### config.mk
export PLATFORM = sky130hd
export DESIGN_NAME = memory_access
export DESIGN_NICKNAME = d
export VERILOG_FILES = /design/src/rtl/riscv_pkg.sv /design/src/rtl/lsu_align.sv /design/src/rtl/memory_access.sv
export SDC_FILE = /design/constraint.sdc
export NUM_CORES = 1
export LEC_CHECK = 0
export BUFFER_PORTS_ARGS = -buffer_cell sky130_fd_sc_hd__buf_2
export CAP_MARGIN = 5
export CORE_MARGIN = 2
export CORE_UTILIZATION = 51
export CTS_CLUSTER_DIAMETER = 150
export CTS_CLUSTER_SIZE = 40
export DETAILED_ROUTE_END_ITERATION = 16
export GPL_ROUTABILITY_DRIVEN = 0
export PLACE_DENSITY_LB_ADDON = 0.12
export SLEW_MARGIN = 20
export SYNTH_ARGS = -nofsm -noshare
export SYNTH_HDL_FRONTEND = slang
export SYNTH_SLANG_ARGS = --single-unit
export TNS_END_PERCENT = 20
### constraint.sdc
create_clock -name clk -period 2.8 [get_ports clk]
set_input_delay 0.14 -clock clk [delete_from_list [all_inputs] [get_ports clk]]
set_output_delay 0.14 -clock clk [all_outputs]
set_load 0.02 [all_outputs]
### src/rtl/riscv_pkg.sv
// Shared RISC-V encodings and memory-stage FSM state used by the memory_access stage.
package riscv_pkg;

    localparam logic [6:0] OP_LOAD  = 7'b0000011;
    localparam logic [6:0] OP_STORE = 7'b0100011;
    localparam logic [6:0] OP_ALU   = 7'b0110011;
    localparam logic [6:0] OP_ALUI  = 7'b0010011;
    localparam logic [6:0] OP_JAL   = 7'b1101111;
    localparam logic [6:0] OP_JALR  = 7'b1100111;
    localparam logic [6:0] OP_AUIPC = 7'b0010111;
    localparam logic [6:0] OP_LUI   = 7'b0110111;

    localparam logic [2:0] F3_B  = 3'd0;
    localparam logic [2:0] F3_H  = 3'd1;
    localparam logic [2:0] F3_W  = 3'd2;
    localparam logic [2:0] F3_BU = 3'd4;
    localparam logic [2:0] F3_HU = 3'd5;

    typedef enum logic {
        ST_IDLE = 1'b0,
        ST_WAIT = 1'b1
    } mem_state_t;

    // Halfwords need even addresses, words need 4-byte aligned addresses.
    function automatic logic is_misaligned(input logic [2:0] funct3, input logic [1:0] off);
        case (funct3)
            F3_H, F3_HU: is_misaligned = off[0];
            F3_W:        is_misaligned = (off != 2'b00);
            default:     is_misaligned = 1'b0;
        endcase
    endfunction

endpackage

### src/rtl/lsu_align.sv
// Byte-lane steering: store enables/data placed on the bus word, load data right-justified.
module lsu_align
    import riscv_pkg::*;
(
    input  logic [2:0]  i_funct3,
    input  logic [1:0]  i_off,
    input  logic [31:0] i_rs2,
    input  logic [31:0] i_rdata,
    output logic [3:0]  o_be,
    output logic [31:0] o_wdata,
    output logic [31:0] o_ld_data
);

    logic [31:0] w_shifted;

    always_comb begin
        w_shifted = i_rdata >> {i_off, 3'b000};
        o_be      = 4'b1111;
        o_wdata   = i_rs2;
        o_ld_data = w_shifted;
        case (i_funct3)
            F3_B, F3_BU: begin
                o_be      = 4'b0001 << i_off;
                o_wdata   = {4{i_rs2[7:0]}};
                o_ld_data = {24'h000000, w_shifted[7:0]};
            end
            F3_H, F3_HU: begin
                o_be      = 4'b0011 << i_off;
                o_wdata   = {2{i_rs2[15:0]}};
                o_ld_data = {16'h0000, w_shifted[15:0]};
            end
            default: begin
            end
        endcase
    end

endmodule

### src/rtl/memory_access.sv
// Memory stage: issues loads/stores on a req/ack bus, stalls upstream while an access is
// outstanding, and registers results for writeback.
module memory_access
    import riscv_pkg::*;
#(
    parameter int unsigned TIMEOUT_CYCLES = 0
) (
    input  logic        clk,
    input  logic        rst,
    input  logic        in_noop,
    input  logic [6:0]  in_opcode,
    input  logic [2:0]  in_funct3,
    input  logic [4:0]  in_rd,
    input  logic [31:0] in_imm,
    input  logic [31:0] in_res,
    input  logic [31:0] in_rs2,
    output logic        stall,
    output logic        dmem_req,
    output logic        dmem_we,
    output logic [31:0] dmem_addr,
    output logic [3:0]  dmem_be,
    output logic [31:0] dmem_wdata,
    input  logic        dmem_ack,
    input  logic [31:0] dmem_rdata,
    output logic        out_noop,
    output logic [6:0]  out_opcode,
    output logic [2:0]  out_funct3,
    output logic [4:0]  out_rd,
    output logic [31:0] out_imm,
    output logic [31:0] out_res,
    output logic [31:0] out_mem_rd,
    output logic        out_misaligned,
    output logic        out_bus_err,
    output logic        dbg_state
);

    localparam logic [15:0] L_TIMEOUT = TIMEOUT_CYCLES[15:0];

    mem_state_t  r_state, w_next;
    logic [15:0] r_cnt;
    logic [6:0]  r_l_opcode;
    logic [2:0]  r_l_funct3;
    logic [4:0]  r_l_rd;
    logic [31:0] r_l_imm, r_l_res, r_l_rs2;

    logic        w_in_wait, w_noop, w_ldst_op, w_is_load, w_is_store, w_misal, w_go, w_timeout;
    logic [6:0]  w_opcode;
    logic [2:0]  w_funct3;
    logic [4:0]  w_rd;
    logic [31:0] w_imm, w_res, w_rs2;
    logic [3:0]  w_st_be;
    logic [31:0] w_st_wdata, w_ld_data;

    // In WAIT the latched copy drives decode, so the bus fields stay stable until ack.
    always_comb begin
        w_in_wait  = (r_state == ST_WAIT);
        w_noop     = w_in_wait ? 1'b0       : in_noop;
        w_opcode   = w_in_wait ? r_l_opcode : in_opcode;
        w_funct3   = w_in_wait ? r_l_funct3 : in_funct3;
        w_rd       = w_in_wait ? r_l_rd     : in_rd;
        w_imm      = w_in_wait ? r_l_imm    : in_imm;
        w_res      = w_in_wait ? r_l_res    : in_res;
        w_rs2      = w_in_wait ? r_l_rs2    : in_rs2;
        w_ldst_op  = !w_noop && (w_opcode == OP_LOAD || w_opcode == OP_STORE);
        w_is_load  = !w_noop && (w_opcode == OP_LOAD) &&
                     (w_funct3 == F3_B || w_funct3 == F3_H || w_funct3 == F3_W ||
                      w_funct3 == F3_BU || w_funct3 == F3_HU);
        w_is_store = !w_noop && (w_opcode == OP_STORE) &&
                     (w_funct3 == F3_B || w_funct3 == F3_H || w_funct3 == F3_W);
        w_misal    = (w_is_load || w_is_store) && is_misaligned(w_funct3, w_res[1:0]);
        w_go       = (w_is_load || w_is_store) && !w_misal;
        w_timeout  = (L_TIMEOUT != 16'd0) && w_in_wait && (r_cnt == L_TIMEOUT);
    end

    lsu_align u_align (
        .i_funct3  (w_funct3),
        .i_off     (w_res[1:0]),
        .i_rs2     (w_rs2),
        .i_rdata   (dmem_rdata),
        .o_be      (w_st_be),
        .o_wdata   (w_st_wdata),
        .o_ld_data (w_ld_data)
    );

    // Handshake: dmem_req holds with stable fields until the cycle dmem_ack is seen high;
    // that cycle completes the access. Ack with req low is ignored. The timeout cycle drops
    // req, so an ack arriving then is ignored too.
    always_comb begin
        w_next = r_state;
        case (r_state)
            ST_IDLE: if (w_go && !dmem_ack) w_next = ST_WAIT;
            ST_WAIT: if (dmem_ack || w_timeout) w_next = ST_IDLE;
            default: w_next = ST_IDLE;
        endcase
        dmem_req   = !rst && w_go && !w_timeout;
        stall      = !rst && w_go && !dmem_ack && !w_timeout;
        dmem_we    = w_is_store;
        dmem_addr  = {w_res[31:2], 2'b00};
        dmem_be    = w_is_store ? w_st_be : 4'b1111;
        dmem_wdata = w_st_wdata;
        dbg_state  = r_state;
    end

    always_ff @(posedge clk) begin
        if (rst) begin
            r_state        <= ST_IDLE;
            r_cnt          <= 16'd0;
            r_l_opcode     <= 7'd0;
            r_l_funct3     <= 3'd0;
            r_l_rd         <= 5'd0;
            r_l_imm        <= 32'd0;
            r_l_res        <= 32'd0;
            r_l_rs2        <= 32'd0;
            out_noop       <= 1'b1;
            out_opcode     <= 7'd0;
            out_funct3     <= 3'd0;
            out_rd         <= 5'd0;
            out_imm        <= 32'd0;
            out_res        <= 32'd0;
            out_mem_rd     <= 32'd0;
            out_misaligned <= 1'b0;
            out_bus_err    <= 1'b0;
        end else begin
            r_state <= w_next;
            r_cnt   <= (w_in_wait && w_next == ST_WAIT) ? r_cnt + 16'd1 : 16'd0;
            if (!w_in_wait && w_next == ST_WAIT) begin
                r_l_opcode <= in_opcode;
                r_l_funct3 <= in_funct3;
                r_l_rd     <= in_rd;
                r_l_imm    <= in_imm;
                r_l_res    <= in_res;
                r_l_rs2    <= in_rs2;
            end
            out_opcode     <= w_opcode;
            out_funct3     <= w_funct3;
            out_rd         <= w_rd;
            out_imm        <= w_imm;
            out_res        <= w_res;
            out_noop       <= 1'b1;
            out_mem_rd     <= 32'd0;
            out_misaligned <= 1'b0;
            out_bus_err    <= 1'b0;
            if (w_timeout) begin
                out_bus_err <= 1'b1;
            end else if (w_go) begin
                if (dmem_ack) begin
                    out_noop <= 1'b0;
                    if (w_is_load) out_mem_rd <= w_ld_data;
                end
            end else if (w_misal) begin
                out_misaligned <= 1'b1;
            end else if (!w_ldst_op) begin
                out_noop <= in_noop;
            end
        end
    end

endmodule

### Word-level counts from Yosys, hierarchy flattened

Index checks and enable logic that the tools add are counted.

| word-level totals | value |
|---|---|
| flip-flop bits (word level) | 225 |
| input port bits | 147 |
| output and inout port bits | 186 |
| logic and storage cells | 75 |

| cells by class | value |
|---|---|
| equal/unequal tests | 6 |
| shift operators | 3 |
| mux-type cells | 19 |
| bitwise operators | 4 |
| reduce and logical (&&, ||, !) cells | 28 |

Operators with widths:

| kind | number |
|---|---|
| $pmux 32 s2 | 2 |
| $mux 32 | 3 |
| $shr 32x5->32 | 1 |
| $logic_and 1x1->1 | 11 |
| $pmux 4 s2 | 1 |
| $eq 7x2->1 const B | 1 |
| $eq 7x6->1 const B | 1 |
| $mux 1 | 7 |
| $mux 7 | 1 |
| $eq 3x3->1 const B | 2 |
| $logic_or 1x1->1 | 6 |
| $reduce_or 2->1 | 3 |
| $logic_not 1->1 | 5 |
| $mux 5 | 1 |
| $mux 4 | 1 |
| $not 1->1 | 4 |
| $pmux 1 s2 | 2 |
| $reduce_or 4->1 | 1 |
| $shl 1x2->4 const A | 1 |
| $shl 2x2->4 const A | 1 |
| $eq 3x1->1 const B | 1 |
| $eq 3x2->1 const B | 1 |
| $logic_not 3->1 | 1 |
| $mux 3 | 1 |
| $reduce_bool 2->1 | 1 |

### Longest topological paths before layout

Gate-level depths: netlist of the first run.

| depth | value |
|---|---|
| word-level depth | 15 |
| depth in mapped cells | 8 |
| mapped depth without buffers | 5 |

### Hierarchy

A second synthesis of the first run with hierarchy kept.

| second synthesis, totals | value |
|---|---|
| cell total of the unflattened synthesis | 1062 |
| area total of the unflattened synthesis | 10816.6 µm² |

By module, submodules not included:

| module | instances | cells an instance | area an instance (µm²) | sequential area each (µm²) |
|---|---|---|---|---|
| memory_access | 1 | 907 | 9618.0 | 4504.3 |
| lsu_align | 1 | 155 | 1198.6 | 0.0 |

### Least setup slack after synthesis of the first run

No wires, ideal clock.

| timing | value |
|---|---|
| path type | flip-flop to output port |
| from | register r_state (netlist: dbg_state) |
| to | output stall |
| arrival | 2.427 ns |
| data required time | 2.660 ns |
| slack | 0.233 ns |
| cell stages (with the launch flop) | 6 |
| buffers on the path | 0 |
| path through | dfxtp_1 or4b_1 or4_4 o22ai_2 o21ai_0 nor3_1 |

| on the way | value |
|---|---|
| elaborated cells on any way between the ends | 29 |
| classes of those cells | eq/ne (6); mux (5); reduce/logical (18) |

RTL lines:

| element | line | source |
|---|---|---|
| start: declaration | memory_access.sv:39 | `mem_state_t r_state, w_next;` |
| start signal: assignment | memory_access.sv:124 | `r_state <= w_next;` |
| $mux 3 | memory_access.sv:59 | `w_funct3 = w_in_wait ? r_l_funct3 : in_funct3;` |
| $eq 3x1->1 or $logic_not 3->1 (tied branches) | memory_access.sv:69 | `(w_funct3 == F3_B \|\| w_funct3 == F3_H \|\| w_funct3 == F3_W);` |
| $logic_or 1x1->1 (2 in a row) | memory_access.sv:69 |  |
| $logic_and 1x1->1 * | memory_access.sv:68 | `w_is_store = !w_noop && (w_opcode == OP_STORE) &&` |
| net dmem_we | memory_access.sv:19 | `output logic dmem_we,` |
| $logic_or 1x1->1 * | memory_access.sv:70, memory_access.sv:71 |  |
| $logic_and 1x1->1 | memory_access.sv:70 | `w_misal = (w_is_load \|\| w_is_store) && is_misaligned(w_funct3, w_res[1:0]);` |
| $logic_not 1->1 | memory_access.sv:71 | `w_go = (w_is_load \|\| w_is_store) && !w_misal;` |
| $logic_and 1x1->1 * | memory_access.sv:71 |  |
| $logic_and 1x1->1 * (2 in a row) | memory_access.sv:96 | `stall = !rst && w_go && !dmem_ack && !w_timeout;` |
| end: declaration | memory_access.sv:17 | `output logic stall,` |

The timed path passes the listed nets; every way through them passes the cells marked *.

### Worst setup path in the final report of the first run

| timing | value |
|---|---|
| from | register r_l_opcode[2] |
| to | output dmem_be[1] |

| on the way | value |
|---|---|
| longest elaborated chain between the ends | 5 |

RTL lines:

| element | line | source |
|---|---|---|
| start: declaration | memory_access.sv:41 | `logic [6:0] r_l_opcode;` |
| start signal: assignment | memory_access.sv:127 | `r_l_opcode <= in_opcode;` |
| $mux 7 | memory_access.sv:58 | `w_opcode = w_in_wait ? r_l_opcode : in_opcode;` |
| $eq 7x6->1 | memory_access.sv:68 |  |
| $logic_and 1x1->1 (2 in a row) | memory_access.sv:68 |  |
| $mux 4 | memory_access.sv:99 | `dmem_be = w_is_store ? w_st_be : 4'b1111;` |
| end: declaration | memory_access.sv:21 | `output logic [3:0] dmem_be,` |

No other way between the ends.

==> flow_summary.toml, run 1 <==
[status]
status = "finished, final reports clean"

[cts]
clock_latency_ns = 0.48
clk_pin_slew_worst_paths_ns = 0.14
cts_buffers = 9
clk_path_buf_depth = 3
cts_root_buf = "clkbuf_16"
clkSinkCount = 225
h-tree-depth = 1
cts_tree = "yes"

[cells_and_area]
fin_nets = 1585
fin_cells = 1703
layout_commonest_cell = "buf_2"
diodes = 0
area_growth_pct = 34.7
drive_gt1_share_pct = 28.9
fillers = 1526
final_cell_mix = "328 x buf_2, 224 x dfxtp_1, 211 x nand2b_1"
regArea_um2 = 4510
multiInputGateArea_um2 = 5070

[critical_path]
slowest_delay_ns = 0.51
ff2ff_path_depth = 11
r2r-end = "r_l_res[20]"
slowest_stage = "or4b_1"
crit_arrival_ns = 2.57
critPathKind = "register to output pin"
r2r_slack_ns = 0.24
crit_family = "simple AND/OR/NAND/NOR gates"
start_kind = "register"
cp_num_buf_inv = 1
crit_fanout = 5
end_kind = "output pin"
crit_chain = "or4b_1 > or4_4 > o22ai_4 > and2_4 > o21ai_0 > buf_2"
r2r_start = "dbg_state"
worstPathRequired_ns = 2.66

[detailed_routing]
dr.pass1.iters = 5
wl_per_cell_um = 15.5
drtIter0Drc = 442
antenna_left = 0
vias_per_cell = 4.91
num_vias = 8370
finalWirelength_mm = 26.4
post-route-drc-count = 0

[job]
drv_cap = 0

[yosys]
ys_ff_latch = 225
netlist_instances = 1015
yosysSeqAreaShare_pct = 45.4
syn_avg_cell_area_um2 = 9.78
yosysWarnings = 0
synth_edf_count = 0
synthArstFlopShare_pct = 0
synth.distinct_cells = 39
synth_area_um2 = 9930
ys.flop_type = "dfxtp_1"

[sta]
slew_headroom_pct = 47.2
worstMarginPinSlew_ns = 0.792
grt_setup_unrepaired = "no"
setup_tns_ns = 0
setup_viol = 0
post-route-period-util_pct = 96.8
skew_ns = 0.0238
hold_slack_ns = 0.0156
layout_min_cycle_time_ns = 2.71
max_freq_mhz = 369
finalHoldViolCount = 0
drv_slew = 0

[global_routing]
gr-usage-all-layers_pct = 24.4
grt_first_pass_wirelength_mm = 40.8
antenna_found_initial = 0
grt_max_degree = 108
grt_pass1_vias = 8178
gr-total-overflow = 0

[power]
worst_ir_drop_vdd_mv = 0.392
power.total_mw = 5.83
p_per_area_nw_per_um2 = 437
leakage_nw = 6.35

[hold_path]
hold_class = "input pin to register"
worstHoldEndpoint = "out_mem_rd[4]"
holdPathStages = 4
min_from = "dmem_rdata[4]"

[floorplanning]
die_y_um = 144
core-area_um2 = 19300
fp.dieW_um = 144
ios = 333
initial_core_util_pct = 51.5
row_count = 51
dieArea_um2 = 20600

[placement]
dpl.cell_count = 1550
post-dp-hpwl_mm = 17.8
port_buffers = 329
synth_stat cells, types with 3 or more instances:
| cell type | instances | share of area (%) |
|---|---|---|
| a21oi_1 | 26 | 1.3 |
| dfxtp_1 | 225 | 45 |
| buf_2 | 9 | 0.45 |
| buf_6 | 10 | 1.1 |
| clkbuf_1 | 48 | 1.8 |
| and3b_1 | 4 | 0.35 |
| mux2_2 | 41 | 4.7 |
| nand2b_1 | 211 | 13 |
| a211oi_1 | 7 | 0.53 |
| and3_1 | 10 | 0.63 |
| o221ai_1 | 8 | 0.71 |
| and2_1 | 9 | 0.57 |
| inv_1 | 5 | 0.19 |
| nor2_1 | 72 | 2.7 |
| buf_1 | 4 | 0.15 |
| o21ai_0 | 29 | 1.5 |
| nor3_1 | 11 | 0.55 |
| nand2_1 | 54 | 2.0 |
| nor2b_1 | 31 | 2.0 |
| mux2i_1 | 177 | 18 |
| buf_4 | 3 | 0.23 |
through the flow:
| stage | util (%) | area [um2] | setup slack (ns) |
|---|---|---|---|
| finish | 69.4 | 13400 | 0.0892 |
| detailed placement | 60.6 | 11700 | 0.207 |
| floorplan | - | 9930 | 0.233 |
| CTS | 69.1 | 13300 | 0.0209 |
| global route | 69.4 | 13400 | 0.00240 |
| global placement | 60.6 | 11700 | 0.295 |
kinds of logic (layout without fill, tap and decap cells):
group | count (synthesis) | in the layout | synth area share, %
buf+inv | 81 | 502 | 4.06
compound gates | 79 | 79 | 5.12
other cells | 1 | 3 | 0.0378
mux | 218 | 218 | 22.5
flops | 225 | 225 | 45.4
simple gates | 411 | 411 | 22.9
what timing repair did:
item / in CTS / in global routing
setup endpoints to repair: 6 / 7
gates cloned: 0 / 0
hold buffers: 134 / 0
buffers inserted: 5 / 3
gates resized for setup: 3 / 4
hold endpoints to repair: 179 / 0
pin swaps: 0 / 2
worst max-delay path by stage:
stage	endpoint	depth (start not counted)	startpoint
after floorplan	stall	5	dbg_state
after global placement	out_mem_rd[3]	5	dbg_state
after detailed placement	out_mem_rd[3]	5	dbg_state
after CTS	stall	7	dbg_state
after global routing	dmem_wdata[31]	6	dbg_state
final	dmem_be[1]	6	r_l_opcode[2]
flip-flops by register name (all words and copies together) (netlist names):
register and count:
r_l_opcode 7, r_l_rs2 32, dbg_state 1, out_funct3 3
r_l_funct3 3, r_l_res 32, out_mem_rd 32, out_rd 5
out_misaligned 1, out_opcode 7, r_l_rd 5, out_noop 1
out_res 32, out_imm 32, r_l_imm 32
worst min-delay path, delay by kind of cell:
| family | cells | cell delay, ns |
|---|---|---|
| and+or+nand+nor | 2 | 0.19 |
| buffers and inverters | 1 | 0.09 |
| AOI/OAI and AO/OA | 1 | 0.04 |
per-layer routing:
metal	GRT usage [%]	vias up	wire length (um)
li1	-	4210	-
met1	30.9	3867	11500
met2	42.0	244	12600
met3	5.10	49	1530
met4	6.97	0	718
met5	0	-	0
area by class of cell:
cell class	instances	area share (%)
well taps	265	2.48
clock buffers	10	1.71
multi-input cells	711	38.0
clock inverters	1	0.122
inverters	6	0.169
repair buffers	485	23.8
flip-flops and latches	225	33.7
power breakdown:
| group | internal (mW) | switching [mW] |
|---|---|---|
| clock | 0.609 | 0.975 |
| combinational | 0.449 | 0.521 |
| sequential | 3.26 | 0.0161 |
Power figures use the tool's default switching activity.
==> inputs of run 2 (changes only) <==
--- a/config.mk
+++ b/config.mk
@@ -8,7 +8,7 @@
 export BUFFER_PORTS_ARGS = -buffer_cell sky130_fd_sc_hd__buf_2
 export CAP_MARGIN = 5
 export CORE_MARGIN = 2
-export CORE_UTILIZATION = 51
+export CORE_UTILIZATION = 35
 export CTS_CLUSTER_DIAMETER = 150
 export CTS_CLUSTER_SIZE = 40
 export DETAILED_ROUTE_END_ITERATION = 16
==> flow_summary.toml, run 2 (same netlist as run 1, synthesis figures left out) <==
[status]
status = "finished, final reports clean"

[floorplanning]
fp.dieW_um = 172
row_count = 61
ios = 333
die_y_um = 172
dieArea_um2 = 29700
core-area_um2 = 27900
initial_core_util_pct = 35.6

[critical_path]
critPathKind = "register to output pin"
worstPathRequired_ns = 2.66
slowest_delay_ns = 0.51
end_kind = "output pin"
r2r-end = "out_mem_rd[2]"
start_kind = "register"
r2r_slack_ns = 0.25
crit_chain = "or4b_1 > or4_4 > o22ai_4 > and2_4 > o21ai_0 > buf_2"
crit_arrival_ns = 2.55
slowest_stage = "or4b_1"
crit_fanout = 5
r2r_start = "r_l_opcode[2]"
crit_start = "r_l_opcode[2]"
ff2ff_path_depth = 6

[sta]
setup_viol = 0
worstMarginPinSlew_ns = 0.736
skew_ns = 0.0275
slew_headroom_pct = 50.9
max_freq_mhz = 371
post-route-period-util_pct = 96.2
finalHoldViolCount = 0
drv_slew = 0
grt_setup_unrepaired = "yes"
layout_min_cycle_time_ns = 2.69

[power]
power_frac_comb_pct = 16.6
p_int_mw = 4.33
pwr-share-clk_pct = 27.9
leakage_nw = 6.36
p_sw_mw = 1.58
power.total_mw = 5.91
seqPwrFrac_pct = 55.5
p_per_area_nw_per_um2 = 436
worst_ir_drop_vdd_mv = 0.449
switching_share_pct = 26.8

[hold_path]
hold_class = "input pin to register"
min_from = "dmem_rdata[14]"
worstHoldEndpoint = "out_mem_rd[6]"
holdPathStages = 4

[cts]
clk_path_buf_depth = 3
clock_latency_ns = 0.49
h-tree-depth = 1
clkSinkCount = 225
clk_pin_slew_worst_paths_ns = 0.15
cts_tree = "yes"
cts_buffers = 9
cts_root_buf = "clkbuf_16"

[detailed_routing]
num_vias = 8383
vias_per_cell = 4.61
wl_per_cell_um = 15.5
finalWirelength_mm = 28.2
antenna_left = 0
dr.pass1.iters = 4
drtIter0Drc = 431
post-route-drc-count = 0

[cells_and_area]
final_cell_mix = "328 x buf_2, 224 x dfxtp_1, 211 x nand2b_1"
layout_commonest_cell = "buf_2"
fin_nets = 1584
design_area_um2 = 13600
area_growth_pct = 36.6
drive_gt1_share_pct = 28.6
fin_cells = 1818
final_util_pct = 48.7

[global_routing]
antenna_found_initial = 2
gr-usage-all-layers_pct = 18.1
grt_max_degree = 140
grt_first_pass_wirelength_mm = 43.1
grt_pass1_vias = 7969
gr-total-overflow = 0

[placement]
port_buffers = 329
placed_area_um2 = 11800
post-dp-hpwl_mm = 19.5
dpl.cell_count = 1663

[job]
drv_cap = 0
-- run 2: cell count changes in the layout (fill, tap and decap cells not counted), sizes merged --
cell and change:
diode +3, dlygate4sd3 +5, buf -6
-- run 2: power groups by stage --
| stage | clock [mW] | combinational [mW] | sequential [mW] |
|---|---|---|---|
| floorplan | 0 | 0.400 | 3.43 |
| global placement | 0 | 0.819 | 3.35 |
| detailed placement | 0 | 0.818 | 3.35 |
| CTS | 1.75 | 0.983 | 3.28 |
| global route | 1.82 | 1.07 | 3.29 |
| finish | 1.65 | 0.981 | 3.28 |
-- run 2: stage by stage --
stage / hold WS, ns / TNS (ns) / worst slack [ns]
detailed placement: 0.392 / 0 / 0.229
global placement: 0.382 / 0 / 0.274
floorplan: 0.218 / 0 / 0.233
CTS: 0.00340 / 0 / 0.0176
global route: 0.0233 / -0.0682 / -0.0371
finish: 0.0145 / 0 / 0.107
-- run 2: worst max path at each step --
stage / to / slack [ns] / cells past startpoint
2_1_floorplan: stall / 0.23 / 5
3_3_place_gp: out_mem_rd[4] / 0.27 / 6
3_5_place_dp: out_mem_rd[5] / 0.23 / 6
4_1_cts: dmem_be[1] / 0.02 / 6
5_1_grt: stall / -0.04 / 6
6_report: dmem_be[3] / 0.11 / 6
-- run 2: routing by layer --
layer  track usage, %  part of all wire, %
met5                0                    0
met4             4.93                  2.4
met3             2.61                  4.8
met2             29.9                   46
met1             24.7                   47
-- run 2: area by class of cell --
cell class,instances,area (um2)
antenna,3,7.51
clock inverter,1,16.3
multi-input combinational,711,5090
tap,378,473
inverter,6,22.5
fill,2726,14300
clock buffer,10,229
sequential,225,4510
timing repair buffer,484,3210
-- run 2: what timing repair did --
| item | 4_1_cts | 5_1_grt |
|---|---|---|
| pin swaps | 1 | 1 |
| hold endpoints to repair | 188 | 0 |
| setup endpoints to repair | 22 | 13 |
| setup buffers | 1 | 1 |
| hold buffers | 139 | 0 |
| resized for setup | 10 | 2 |
| gates cloned | 0 | 0 |
-- run 2: worst max-delay path: cells and delay by family, from the launching register on --
family | cells | cell delay [ns]
AND/OR/NAND/NOR | 3 | 1.19
flip-flops | 1 | 0.35
AO/OA/AOI/OAI | 2 | 0.33
buffers and inverters | 1 | 0.20
